File: src/rtl/program_run_sequencer_pkg.sv
// Shared types and defaults for the program run sequencer.
package program_run_sequencer_pkg;

  localparam int unsigned WordW          = 64;
  localparam int unsigned DefResetCycles = 2;
  localparam int unsigned DefWdogLimit   = 255;

  typedef enum logic [2:0] {
    StIdle,
    StReset,
    StRun,
    StCheck,
    StDone
  } state_e;

endpackage

File: src/rtl/run_watchdog.sv
// Saturating up-counter with synchronous clear and a terminal-count flag.
module run_watchdog #(
  parameter int unsigned Width     = 8,
  parameter int unsigned TermCount = 255
) (
  input  logic clk_i,
  input  logic rst_ni,
  input  logic clr_i,
  input  logic en_i,
  output logic tc_o
);

  localparam logic [Width-1:0] TermVal = Width'(TermCount);

  logic [Width-1:0] cnt_d, cnt_q;

  always_comb begin
    cnt_d = cnt_q;
    if (clr_i) begin
      cnt_d = '0;
    end else if (en_i && (cnt_q != TermVal)) begin
      cnt_d = cnt_q + Width'(1);
    end
  end

  always_ff @(posedge clk_i or negedge rst_ni) begin
    if (!rst_ni) begin
      cnt_q <= '0;
    end else begin
      cnt_q <= cnt_d;
    end
  end

  assign tc_o = (cnt_q == TermVal);

endmodule

File: src/rtl/program_run_sequencer.sv
// Run controller: holds the core in reset, runs it to an end PC or watchdog, then scores the result.
module program_run_sequencer
  import program_run_sequencer_pkg::*;
#(
  parameter int unsigned RESET_CYCLES = DefResetCycles,
  parameter int unsigned WDOG_LIMIT   = DefWdogLimit,
  parameter int unsigned CNT_W        = 8
) (
  input  logic             CLK,
  input  logic             resetl,
  input  logic             start,
  input  logic [WordW-1:0] cfg_startpc,
  input  logic [WordW-1:0] cfg_endpc,
  input  logic [WordW-1:0] cfg_expected,
  input  logic [WordW-1:0] currentpc,
  input  logic [WordW-1:0] MemtoRegOut,
  output logic             proc_resetl,
  output logic [WordW-1:0] startpc,
  output logic             busy,
  output logic             done,
  output logic             pass,
  output logic             timeout,
  output logic [WordW-1:0] captured,
  output logic [CNT_W-1:0] run_count,
  output logic [CNT_W-1:0] pass_count
);

  localparam int unsigned RstW  = $clog2(RESET_CYCLES + 1);
  localparam int unsigned WdogW = $clog2(WDOG_LIMIT + 1);

  state_e           state_d, state_q;
  logic [WordW-1:0] startpc_d, startpc_q, endpc_d, endpc_q, expected_d, expected_q;
  logic [WordW-1:0] captured_d, captured_q;
  logic             proc_resetl_d, proc_resetl_q;
  logic             pass_d, pass_q, timeout_d, timeout_q;
  logic [CNT_W-1:0] run_count_d, run_count_q, pass_count_d, pass_count_q;
  logic             accept, rst_tc, wdog_tc;

  assign accept = start && ((state_q == StIdle) || (state_q == StDone));

  run_watchdog #(
    .Width     (RstW),
    .TermCount (RESET_CYCLES - 1)
  ) u_rst_hold (
    .clk_i  (CLK),
    .rst_ni (resetl),
    .clr_i  (accept),
    .en_i   (state_q == StReset),
    .tc_o   (rst_tc)
  );

  // Held clear through RESET so the first RUN cycle sees a count of zero.
  run_watchdog #(
    .Width     (WdogW),
    .TermCount (WDOG_LIMIT - 1)
  ) u_wdog (
    .clk_i  (CLK),
    .rst_ni (resetl),
    .clr_i  (state_q == StReset),
    .en_i   (state_q == StRun),
    .tc_o   (wdog_tc)
  );

  always_comb begin
    state_d      = state_q;
    startpc_d    = startpc_q;
    endpc_d      = endpc_q;
    expected_d   = expected_q;
    captured_d   = captured_q;
    pass_d       = pass_q;
    timeout_d    = timeout_q;
    run_count_d  = run_count_q;
    pass_count_d = pass_count_q;

    if (accept) begin
      startpc_d  = cfg_startpc;
      endpc_d    = cfg_endpc;
      expected_d = cfg_expected;
      pass_d     = 1'b0;
      timeout_d  = 1'b0;
    end

    unique case (state_q)
      StIdle:  if (start) state_d = StReset;
      StReset: if (rst_tc) state_d = StRun;
      StRun: begin
        // End address beats the watchdog when both hit together.
        if (currentpc >= endpc_q) begin
          state_d = StCheck;
        end else if (wdog_tc) begin
          timeout_d = 1'b1;
          state_d   = StCheck;
        end
      end
      StCheck: begin
        captured_d  = MemtoRegOut;
        pass_d      = (MemtoRegOut == expected_q) && !timeout_q;
        run_count_d = run_count_q + CNT_W'(1);
        if (pass_d) pass_count_d = pass_count_q + CNT_W'(1);
        state_d = StDone;
      end
      StDone:  if (start) state_d = StReset;
      default: state_d = StIdle;
    endcase

    proc_resetl_d = (state_d == StRun) || (state_d == StCheck) || (state_d == StDone);
  end

  always_ff @(posedge CLK or negedge resetl) begin
    if (!resetl) begin
      state_q       <= StIdle;
      startpc_q     <= '0;
      endpc_q       <= '0;
      expected_q    <= '0;
      captured_q    <= '0;
      proc_resetl_q <= 1'b0;
      pass_q        <= 1'b0;
      timeout_q     <= 1'b0;
      run_count_q   <= '0;
      pass_count_q  <= '0;
    end else begin
      state_q       <= state_d;
      startpc_q     <= startpc_d;
      endpc_q       <= endpc_d;
      expected_q    <= expected_d;
      captured_q    <= captured_d;
      proc_resetl_q <= proc_resetl_d;
      pass_q        <= pass_d;
      timeout_q     <= timeout_d;
      run_count_q   <= run_count_d;
      pass_count_q  <= pass_count_d;
    end
  end

  assign proc_resetl = proc_resetl_q;
  assign startpc     = startpc_q;
  assign busy        = (state_q == StReset) || (state_q == StRun) || (state_q == StCheck);
  assign done        = (state_q == StDone);
  assign pass        = pass_q;
  assign timeout     = timeout_q;
  assign captured    = captured_q;
  assign run_count   = run_count_q;
  assign pass_count  = pass_count_q;

endmodule
File: config.mk
export PLATFORM = sky130hd
export DESIGN_NAME = program_run_sequencer
export DESIGN_NICKNAME = d
export VERILOG_FILES = /design/src/rtl/program_run_sequencer_pkg.sv /design/src/rtl/run_watchdog.sv /design/src/rtl/program_run_sequencer.sv
export SDC_FILE = /design/constraint.sdc
export NUM_CORES = 1
export LEC_CHECK = 0
export ABC_AREA = 0
export BUFFER_PORTS_ARGS = -buffer_cell sky130_fd_sc_hd__buf_2
export CAP_MARGIN = 20
export CORE_UTILIZATION = 40
export CTS_CLUSTER_DIAMETER = 60
export DETAILED_ROUTE_END_ITERATION = 10
export MAX_ROUTING_LAYER = met4
export PLACE_DENSITY = 0.73
export SLEW_MARGIN = 20
export SYNTH_ARGS = -nofsm -noshare
export SYNTH_HDL_FRONTEND = slang
export SYNTH_SLANG_ARGS = --single-unit
File: constraint.sdc
create_clock -name CLK -period 2.8 [get_ports CLK]
set_input_delay 0 -clock CLK [delete_from_list [all_inputs] [get_ports CLK]]
set_output_delay 0 -clock CLK [all_outputs]
set_load 0.05 [all_outputs]
Word level (Yosys, flattened, before mapping):

Index checks and enable logic that the tools add are counted.

* add/sub/neg operators: 4
* order comparisons: 1
* equal/unequal tests: 12
* muxes and demuxes: 15
* reduce and logical (&&, ||, !) cells: 16

Operators by type and width (count)
* $eq 64x64->1: 1
* $ge 64x64->1: 1
* $add 8x1->8 const B: 3
* $mux 8: 2
* $eq 3x2->1 const B: 4
* $mux 3: 4
* $pmux 3 s4: 1
* $eq 8x8->1 const B: 1
* $ne 8x8->1 const B: 1
* $eq 3x3->1 const B: 2
* $mux 1: 6
* $reduce_bool 2->1: 3
* $logic_or 1x1->1: 5
* $logic_and 1x1->1: 4
* $mux 2: 2
* $eq 3x1->1 const B: 1
* $logic_not 3->1: 1
* $add 2x1->2 const B: 1
* $eq 2x1->1 const B: 1
* $ne 2x1->1 const B: 1
* $reduce_and 2->1: 1
* $reduce_or 2->1: 1
* $logic_not 1->1: 1

* register bits: 288
* input bits: 323
* output and inout port bits: 149
* logic and storage cells: 60

Depth between registers and ports, before layout:

* depth in word-level cells: 7
* mapped depth: 9
* gate-level depth less buffers: 8

Modules after synthesis:

Synthesis repeated with hierarchy kept, for this count alone.

* cells, all modules: 1500
* area total of the unflattened synthesis: 13352.8 um^2

By module, submodules not included
* program_run_sequencer: times used 1, cells each 1437, area each 12743.5 um^2
* run_watchdog (u_wdog): times used 1, cells each 53, area each 495.5 um^2
* run_watchdog (u_rst_hold): times used 1, cells each 10, area each 113.9 um^2

Least setup slack after synthesis:

Ideal clock, no wire load.

* path kind: reg-to-reg
* from: register endpc_q[0]
* to: register state_q[0]
* setup time: 133 ps
* arrival: 1943 ps
* required time: 2667 ps
* setup slack: 723 ps
* stages on the path, launching flop included: 8
* path buffers: 0
* path through: dfrtp_1 ha_1 nand2b_1 a2111oi_0 o31ai_1 a211o_1 a2111oi_0 nor2_1

* longest elaborated chain between the ends: 3

Ends and longest elaborated chain
* from (decl): line program_run_sequencer.sv:32 `logic [WordW-1:0] startpc_d, startpc_q, endpc_d, endpc_q, expected_d, expected_q;`
* from (signal assigned): line program_run_sequencer.sv:124 `endpc_q <= endpc_d;`
* $ge 64x64->1: line program_run_sequencer.sv:88 `if (currentpc >= endpc_q) begin`
* $mux 3: line program_run_sequencer.sv:88
* $pmux 3 s4: line program_run_sequencer.sv:83 `unique case (state_q)`
* via state_d[0]: line program_run_sequencer.sv:31 `state_e state_d, state_q;`
* to (signal assigned): line program_run_sequencer.sv:111 `state_q <= StIdle;`
* to (signal assigned): line program_run_sequencer.sv:122 `state_q <= state_d;`
* to (decl): line program_run_sequencer.sv:31

The timed path passes the listed nets, and every way through them passes these cells.
A chain may end at the register's enable or synchronous reset.

Worst setup path after layout:

Same ends and word-level chain as after synthesis.

==> results.cfg <==
[run_status]
status = completed

[global_route]
grt_max_degree = 120
grt_use_total = 0.292
globalRouteOverflowTotal = 0
grt_pass1_wl_um = 75100
grt_pass1_vias = 14600
antenna_found_initial = 12

[setup_path]
crit_required_ns = 3.18
cp-end-kind = register
worst-path-buf-inv = 0
cp_cell_sequence = ha_1 -> nand2b_1 -> a2111oi_0 -> o31ai_1 -> a211o_1 -> a2111oi_0 -> nor2_1
crit_family = compound AO/OA/AOI/OAI gates
crit_fanout = 2
crit_path_top_delay_cell = a2111oi_0
crit_path_frequent_cell = a2111oi_0
worst_setup_path_start_kind = register
critPathKind = register to register
arrival_ns = 2.83
cpPeakStageDelay_ns = 0.49

[timing]
max_slew.worst_pin.slew_ns = 0.626
whs_ns = 0.00769
finalMaxSlewViolations = 0
fmax_ghz = 0.407
fin_crit_sh = 0.878
slew_headroom = 0.581
setup_ws_ns = 0.342
setup_viol = 0
finalCriticalPeriod_ns = 2.46
finalHoldViolations = 0
rsz0062_at_grt = no
tns_ns = 0
fin_skew_ns = 0.0221

[floorplanning]
io_pins = 472
die_w_um = 185
die_area_sq_um = 34200
die_h_um = 185
rows = 66
coreArea_sq_um = 32700
start_util = 0.409

[layout]
mostFrequentLayoutCells = 662 x nand2_1, 470 x buf_2, 288 x dfrtp_1
drive_above_1_share = 0.248
final_common_cell = nand2_1
area_growth_pct = 52.6
fin_cells = 2725
layout.nets = 2634

[clock_network]
cts_root_buf = clkbuf_16
tritoncts = done
post-cts-setup-buffers = 0
clk_pin_slew_ns = 0.06
postCtsHoldBufs = 267
cts_resized = 0
clock_sinks = 288
cts_max_path_buffers = 3
cts_max_level = 2
clk-insertion-delay-late_ns = 0.52
cts_made_buffers = 37

[synth]
synth.ff_latch_count = 288
yosysSeqAreaShare = 0.539
synth_edf_count = 0
netlist_area_sq_um = 13400
synth_ff_type = dfrtp_1
synth.distinct_cells = 46
synth_nets = 1899
ys_warn_count = 0
avgSynthCellArea_sq_um = 8.88
async_reset_ff_frac = 1.00
synthCells = 1507

[flow_run]
drv_cap = 0

[drt]
drc = 0
vias_per_cell = 5.07
wire_per_inst_um = 18.0
dr.pass1.iters = 5
wirelength_um = 49000
final_antenna_net_count = 0
drtIter0Drc = 917
vias = 13800

[pwr]
peakVddDrop_uv = 903
power.density_nw_per_um2 = 1140
p_leak_nw = 10.7

[placed_design]
place_inst = 2378
dpl.hpwl_um = 31700
place_worst_setup_slack_ns = 0.452
port-buffer-count = 471
routabilityCongestion = 0.950

[hold_path]
hold_path.class = input pin to async pin
==> cells in the mapped netlist (2+ instances only) <==
| library cell | count | area, sq um |
|---|---|---|
| nand2b_1 | 5 | 31.3 |
| nor4_1 | 9 | 56.3 |
| and3_1 | 5 | 31.3 |
| a221oi_1 | 2 | 17.5 |
| or3_1 | 2 | 12.5 |
| a21oi_1 | 33 | 165 |
| nand4_1 | 46 | 288 |
| and2_1 | 3 | 18.8 |
| a2bb2oi_1 | 2 | 17.5 |
| a2111oi_0 | 2 | 17.5 |
| nor2b_1 | 9 | 56.3 |
| o211ai_1 | 2 | 15.0 |
| nor3_1 | 10 | 50.1 |
| o21a_1 | 4 | 30.0 |
| buf_1 | 2 | 7.51 |
| nand2_1 | 663 | 2490 |
| dfrtp_1 | 288 | 7210 |
| ha_1 | 69 | 863 |
| a21o_1 | 3 | 22.5 |
| a211oi_1 | 3 | 22.5 |
| inv_1 | 74 | 278 |
| nor2_1 | 21 | 78.8 |
| o21ai_0 | 80 | 400 |
| clkbuf_1 | 55 | 206 |
| nand3_1 | 13 | 65.1 |
| xor2_1 | 16 | 140 |
| xnor2_1 | 66 | 578 |
| nor3b_2 | 2 | 25.0 |
==> cell families (layout without fill, tap and decap cells) <==
group	after synthesis	in the layout	share of synthesized area
AND/OR/NAND/NOR	797	797	0.246
flip-flops	288	288	0.539
other	0	13	0
XOR/XNOR	82	82	0.0537
multiplexers	2	2	0.00159
buffers and inverters	132	895	0.0371
adder cells (fa/ha/maj)	69	69	0.0645
AO/OA/AOI/OAI	137	137	0.0588
==> final timing paths <==
path / from / end / slack, ns / cells after the start
min in group CLK: currentpc[31] / state_q[0] / 0.16 / 6
setup reg to reg: endpc_q[0] / state_q[0] / 0.34 / 7
hold / removal: resetl / endpc_q[42] / 0.008 / 2
hold reg to reg: startpc[40] / startpc[40] / 0.47 / 2
setup / recovery: endpc_q[0] / state_q[0] / 0.34 / 7
max in group asynchronous: resetl / expected_q[46] / 1.89 / 3
==> sequential cells by signal, indices dropped and copies added (netlist names), 2 cells and up <==
signal            count
captured             64
endpc_q              64
expected_q           64
startpc              64
pass_count            8
run_count             8
u_wdog.cnt_q          8
state_q               3
u_rst_hold.cnt_q      2
==> stage by stage <==
stage	total power, mW	cell area (sq um)	utilization
finish	23.3	20400	0.624
global route	24.6	20400	0.624
CTS	23.1	20400	0.623
detailed placement	17.3	16300	0.499
global placement	17.0	16300	0.499
floorplan	14.3	13400	-
==> where the power goes <==
part	leakage, nW	internal [mW]	total [mW]	switching, mW
logic	6.43	3.16	10.9	7.71
clock network	0.690	3.35	5.29	1.93
registers	3.58	6.05	7.14	1.08
==> metal layers <==
metal | routed length [um] | vias to the layer above | track usage | share of wire
met1 | 18900 | 6553 | 0.337 | 0.38
met5 | 0 | - | - | 0
met3 | 3540 | 222 | 0.0564 | 0.072
met4 | 2930 | 0 | 0.173 | 0.060
li1 | - | 6329 | - | -
met2 | 23700 | 714 | 0.473 | 0.48
==> cell type report <==
| class | count | area [sq um] |
|---|---|---|
| fill | 2543 | 12300 |
| sequential | 288 | 7210 |
| multi-input combinational | 1087 | 5690 |
| timing repair buffer | 754 | 5260 |
| clock buffer | 52 | 1140 |
| tap | 442 | 553 |
| inverter | 74 | 278 |
| clock inverter | 15 | 250 |
| antenna | 13 | 32.5 |
Power figures use the tool's default switching activity.
